## src/rtl/ecap5_dwbgpio_pkg.sv

```systemverilog
// Shared register map definitions for the ecap5_dwbgpio Wishbone GPIO block.
// Word offsets are taken from byte address bits [3:2].
package ecap5_dwbgpio_pkg;

    typedef logic [1:0] gpio_reg_idx_t;

    localparam gpio_reg_idx_t GPIO_OUT  = 2'd0;
    localparam gpio_reg_idx_t GPIO_IN   = 2'd1;
    localparam gpio_reg_idx_t GPIO_EDGE = 2'd2;
    localparam gpio_reg_idx_t GPIO_IEN  = 2'd3;

    localparam int GPIO_DATA_W = 32;

    // Word index of a byte address; higher address bits alias onto the same four registers.
    function automatic gpio_reg_idx_t gpio_reg_idx(input logic [3:2] adr);
        return gpio_reg_idx_t'(adr);
    endfunction

endpackage

```

## src/rtl/ecap5_dwbgpio_debounce.sv

```systemverilog
// One input bit: 2-FF synchroniser followed by a stability filter.
// The counting filter exists only when GPIO_DEBOUNCE_EN is defined; otherwise the output is one register after the synchroniser.
module gpio_debounce #(
    parameter int DEBOUNCE_CYCLES = 100000
) (
    input  logic clk,
    input  logic rst_n,
    input  logic pin,
    output logic level
);

    logic sync1_reg;
    logic sync2_reg;
    logic stable_reg;

    always_ff @(posedge clk or negedge rst_n) begin
        if (!rst_n) begin
            sync1_reg <= 1'b0;
            sync2_reg <= 1'b0;
        end else begin
            sync1_reg <= pin;
            sync2_reg <= sync1_reg;
        end
    end

`ifdef GPIO_DEBOUNCE_EN
    localparam int CNT_W = $clog2(DEBOUNCE_CYCLES);
    localparam logic [CNT_W-1:0] CNT_LAST = CNT_W'(DEBOUNCE_CYCLES - 1);

    logic [CNT_W-1:0] cnt_reg;
    logic [CNT_W-1:0] cnt_next;
    logic             stable_next;

    // Any cycle where the synchronised input agrees with the accepted value restarts the count.
    always_comb begin
        cnt_next    = '0;
        stable_next = stable_reg;
        if (sync2_reg != stable_reg) begin
            if (cnt_reg == CNT_LAST) begin
                stable_next = sync2_reg;
            end else begin
                cnt_next = cnt_reg + CNT_W'(1);
            end
        end
    end

    always_ff @(posedge clk or negedge rst_n) begin
        if (!rst_n) begin
            cnt_reg    <= '0;
            stable_reg <= 1'b0;
        end else begin
            cnt_reg    <= cnt_next;
            stable_reg <= stable_next;
        end
    end
`else
    localparam int unused_debounce_cycles = DEBOUNCE_CYCLES;

    always_ff @(posedge clk or negedge rst_n) begin
        if (!rst_n) begin
            stable_reg <= 1'b0;
        end else begin
            stable_reg <= sync2_reg;
        end
    end
`endif

    assign level = stable_reg;

endmodule

```

## src/rtl/ecap5_dwbgpio.sv

```systemverilog
// Wishbone B4 pipelined GPIO slave: OUT/IN/EDGE/IEN registers, sticky rising-edge flags and a level irq.
// Input filtering is selected by the GPIO_DEBOUNCE_EN macro (see gpio_debounce).
module ecap5_dwbgpio
    import ecap5_dwbgpio_pkg::*;
#(
    parameter int NB_OUT          = 2,
    parameter int NB_IN           = 2,
    parameter int DEBOUNCE_CYCLES = 100000
) (
    input  logic              clk_i,
    input  logic              rst_i,
    input  logic [31:0]       wb_adr_i,
    input  logic [31:0]       wb_dat_i,
    output logic [31:0]       wb_dat_o,
    input  logic [3:0]        wb_sel_i,
    input  logic              wb_we_i,
    input  logic              wb_stb_i,
    input  logic              wb_cyc_i,
    output logic              wb_ack_o,
    output logic              wb_stall_o,
    output logic [NB_OUT-1:0] gpio_o,
    input  logic [NB_IN-1:0]  gpio_i,
    output logic              irq_o
);

    logic                   accept;
    logic                   wr_en;
    gpio_reg_idx_t          reg_idx;
    logic [GPIO_DATA_W-1:0] rdata;

    logic                   ack_reg;
    logic [GPIO_DATA_W-1:0] dat_reg;
    logic [NB_OUT-1:0]      out_reg;
    logic [NB_IN-1:0]       ien_reg;
    logic [NB_IN-1:0]       edge_reg;
    logic [NB_IN-1:0]       edge_next;
    logic [NB_IN-1:0]       in_prev_reg;
    logic [NB_IN-1:0]       in_val;
    logic [NB_IN-1:0]       w1c_mask;
    logic                   irq_reg;

    logic unused_bits;
    assign unused_bits = ^{wb_adr_i[31:4], wb_adr_i[1:0], wb_sel_i[3:1], wb_dat_i};

    assign accept  = wb_cyc_i & wb_stb_i;
    assign wr_en   = accept & wb_we_i & wb_sel_i[0];
    assign reg_idx = gpio_reg_idx(wb_adr_i[3:2]);

    genvar gi;
    generate
        for (gi = 0; gi < NB_IN; gi++) begin : g_in
            gpio_debounce #(
                .DEBOUNCE_CYCLES(DEBOUNCE_CYCLES)
            ) u_filter (
                .clk   (clk_i),
                .rst_n (rst_i),
                .pin   (gpio_i[gi]),
                .level (in_val[gi])
            );
        end
    endgenerate

    always_comb begin
        rdata = '0;
        case (reg_idx)
            GPIO_OUT:  rdata[NB_OUT-1:0] = out_reg;
            GPIO_IN:   rdata[NB_IN-1:0]  = in_val;
            GPIO_EDGE: rdata[NB_IN-1:0]  = edge_reg;
            GPIO_IEN:  rdata[NB_IN-1:0]  = ien_reg;
            default:   rdata = '0;
        endcase
    end

    // New rising edges are ORed in after the clear, so a same-cycle set wins over W1C.
    always_comb begin
        w1c_mask = '0;
        if (wr_en && reg_idx == GPIO_EDGE) begin
            w1c_mask = wb_dat_i[NB_IN-1:0];
        end
        edge_next = (edge_reg & ~w1c_mask) | (in_val & ~in_prev_reg);
    end

    always_ff @(posedge clk_i or negedge rst_i) begin
        if (!rst_i) begin
            ack_reg <= 1'b0;
            dat_reg <= '0;
        end else begin
            ack_reg <= accept;
            dat_reg <= accept ? rdata : '0;
        end
    end

    always_ff @(posedge clk_i or negedge rst_i) begin
        if (!rst_i) begin
            out_reg     <= '0;
            ien_reg     <= '0;
            edge_reg    <= '0;
            in_prev_reg <= '0;
            irq_reg     <= 1'b0;
        end else begin
            if (wr_en && reg_idx == GPIO_OUT) begin
                out_reg <= wb_dat_i[NB_OUT-1:0];
            end
            if (wr_en && reg_idx == GPIO_IEN) begin
                ien_reg <= wb_dat_i[NB_IN-1:0];
            end
            edge_reg    <= edge_next;
            in_prev_reg <= in_val;
            irq_reg     <= |(edge_reg & ien_reg);
        end
    end

    assign wb_ack_o   = ack_reg;
    assign wb_dat_o   = dat_reg;
    assign wb_stall_o = 1'b0;
    assign gpio_o     = out_reg;
    assign irq_o      = irq_reg;

endmodule
```

## config.mk

```make
export PLATFORM = sky130hd
export DESIGN_NAME = ecap5_dwbgpio
export DESIGN_NICKNAME = d
export VERILOG_FILES = /design/src/rtl/ecap5_dwbgpio_pkg.sv /design/src/rtl/ecap5_dwbgpio_debounce.sv /design/src/rtl/ecap5_dwbgpio.sv
export SDC_FILE = /design/constraint.sdc
export NUM_CORES = 1
export LEC_CHECK = 0
export CELL_PAD_IN_SITES_DETAIL_PLACEMENT = 1
export CELL_PAD_IN_SITES_GLOBAL_PLACEMENT = 2
export CORE_ASPECT_RATIO = 2
export CORE_MARGIN = 5
export CORE_UTILIZATION = 13
export CTS_BUF_LIST = sky130_fd_sc_hd__clkbuf_8
export DETAILED_ROUTE_END_ITERATION = 8
export PLACE_DENSITY_LB_ADDON = 0.1
export SKIP_LAST_GASP = 1
export SYNTH_ARGS = -nofsm -noshare
export SYNTH_HDL_FRONTEND = slang
export SYNTH_SLANG_ARGS = --single-unit
```

## constraint.sdc

```tcl
create_clock -name clk_i -period 1.45 [get_ports clk_i]
set_clock_uncertainty 0.15 [all_clocks]
set_input_delay 0.29 -clock clk_i [delete_from_list [all_inputs] [get_ports clk_i]]
set_output_delay 0.29 -clock clk_i [all_outputs]
set_load 0.01 [all_outputs]
```

==> results.json <==
{
  "path_cells": "clkdlybuf4s50_1 > or3_4 > mux2_4",
  "synth_area_per_cell_um2": 12.3,
  "portBuffers": 17,
  "dp.cells": 182,
  "clock-root-buffer": "clkbuf_8",
  "drtIter0Drc": 5,
  "crit_path_max_fanout": 3,
  "postRouteAntennaNets": 0,
  "arrival_ns": 1.43,
  "coreArea_um2": 6620,
  "gp_congestion": 0.637,
  "viasPerCell": 2.72,
  "rsz0062_at_grt": "no",
  "cts_sinks": 18,
  "wl_per_cell_um": 10.6,
  "antenna_found_initial": 0,
  "first_pass_iters": 3,
  "rows": 42,
  "clock_path_buffers": 2,
  "dieWidth_um": 68.4,
  "min_path_type": "reg -> reg",
  "p_leak_nw": 0.552,
  "fin_crit_ns": 1.44,
  "fin_hold_ws_ns": 0.199,
  "htreeDepth": 1,
  "crit_path_end_kind": "flip-flop",
  "required_ns": 1.43,
  "p_total_mw": 1.18,
  "setup_viol": 0,
  "fin_util_pct": 17.4,
  "track_usage_pct": 4.81,
  "fin_cells": 188,
  "insertedDiodeCount": 0,
  "cpPeakStageDelay_ns": 0.46,
  "die_h_um": 127,
  "grt_max_degree": 19,
  "hpwl_um": 1680,
  "syn_inst": 72,
  "numCtsBuffers": 3,
  "cap_violations": 0,
  "clk_pin_slew_ns": 0.07,
  "cts_tree": "yes",
  "syn-cell-area_um2": 887,
  "grt_overflow": 0,
  "vias": 511,
  "postCtsHoldBufs": 0,
  "drive_above_1_share_pct": 22.0,
  "power.density_nw_per_um2": 1030,
  "synthDistinctLibCells": 16,
  "clk_latency_ns": 0.25,
  "drc": 0,
  "status": "finished, final reports clean",
  "syn_to_final_growth_pct": 29.8,
  "synth-seq-cells": 18,
  "fmax_mhz": 694,
  "slowest_stage": "clkdlybuf4s50_1",
  "drv_slew": 0,
  "ys_seq_area_share_pct": 50.8,
  "initial_core_util_pct": 13.4,
  "path_class": "in -> reg",
  "final_common_cell": "conb_1",
  "routed_wirelength_um": 2000,
  "dieArea_um2": 8680,
  "finalNetCount": 176,
  "ir_drop_mv": 0.240,
  "pin_count": 112,
  "fin_crit_sh_pct": 99.4,
  "layout_common_cells": "conb_1 (31), dfrtp_1 (18), dlygate4sd2_1 (11)",
  "grt_first_pass_wirelength_um": 2990,
  "grt_pass1_vias": 580,
  "r2r_setup_slack_ns": 0.16,
  "ys.warnings.count": 0,
  "worst_setup_path_start_kind": "input port",
  "hold_violations": 0
}
==> stage by stage <==
step / TNS, ns / instance area [µm²] / setup slack (ns)
after detailed placement: -2.94 / 1090 / -0.446
after global routing: 0 / 1150 / 0.00181
final: 0 / 1150 / 0.00896
after global placement: -3.03 / 1090 / -0.444
after floorplan: 0 / 1000 / 0.131
after CTS: 0 / 1150 / 0.0159
==> where the power goes <==
part,total [mW],switching [mW],internal (mW)
logic,0.203,0.102,0.101
registers,0.574,0.0252,0.549
clock network,0.405,0.164,0.241
total,1.18,0.291,0.890
==> area by class of cell <==
| cell class | count | area (µm²) |
|---|---|---|
| sequential | 18 | 450 |
| inverter | 2 | 7.51 |
| fill | 787 | 5470 |
| timing repair buffer | 25 | 216 |
| clock buffer | 4 | 55.1 |
| multi-input combinational | 51 | 312 |
| tap | 88 | 110 |
==> worst paths after layout <==
path / start / end / cells past startpoint
min in group asynchronous: rst_i / gpio_o[0] / 2
worst min-delay path: g_in[0].u_filter.sync2_reg / g_in[0].u_filter.level / 0
worst min register to register: g_in[0].u_filter.sync2_reg / g_in[0].u_filter.level / 0
worst max register to register: edge_reg[0] / wb_dat_o[0] / 2
max in group asynchronous: rst_i / edge_reg[1] / 2
worst max-delay path: wb_adr_i[3] / gpio_o[1] / 3
==> routing by layer <==
| layer | GRT usage, % | up-vias | wire length (µm) |
|---|---|---|---|
| li1 | - | 227 | - |
| met2 | 8.68 | 32 | 1130 |
| met3 | 1.42 | 2 | 183 |
| met5 | 0 | - | 0 |
| met4 | 2.46 | 0 | 29 |
| met1 | 4.65 | 250 | 655 |
==> logic make-up after synthesis <==
group | count (synthesis) | synth area share (%)
mux | 6 | 11.0
flops | 18 | 50.8
other cells | 1 | 0.423
simple gates | 9 | 7.47
compound gates | 5 | 3.24
buf+inv | 33 | 27.1
==> synth_stat cells <==
library cell	n	area, µm²
mux4_2	2	45.0
nand4_2	1	12.5
and2_1	2	12.5
mux2_2	2	22.5
buf_4	31	233
and2_2	1	7.51
or3_4	1	11.3
dfrtp_1	18	450
nand2_1	1	3.75
nor2_1	1	3.75
a22o_1	1	8.76
o21ai_0	4	20.0
inv_1	2	7.51
mux2_4	2	30.0
nand3b_1	2	15.0
conb_1	1	3.75
==> worst max-delay path: cells and delay by family <==
family	cells	cell delay, ns
buffers and inverters	1	0.46
AND/OR/NAND/NOR	1	0.38
multiplexers	1	0.30
==> repair_timing <==
action                                  4_1_cts  5_1_grt
gates resized for setup                      12        0
endpoints found under the setup margin       12        0
setup buffers                                 2        0
No activity file was read; power rests on OpenSTA's default activity.
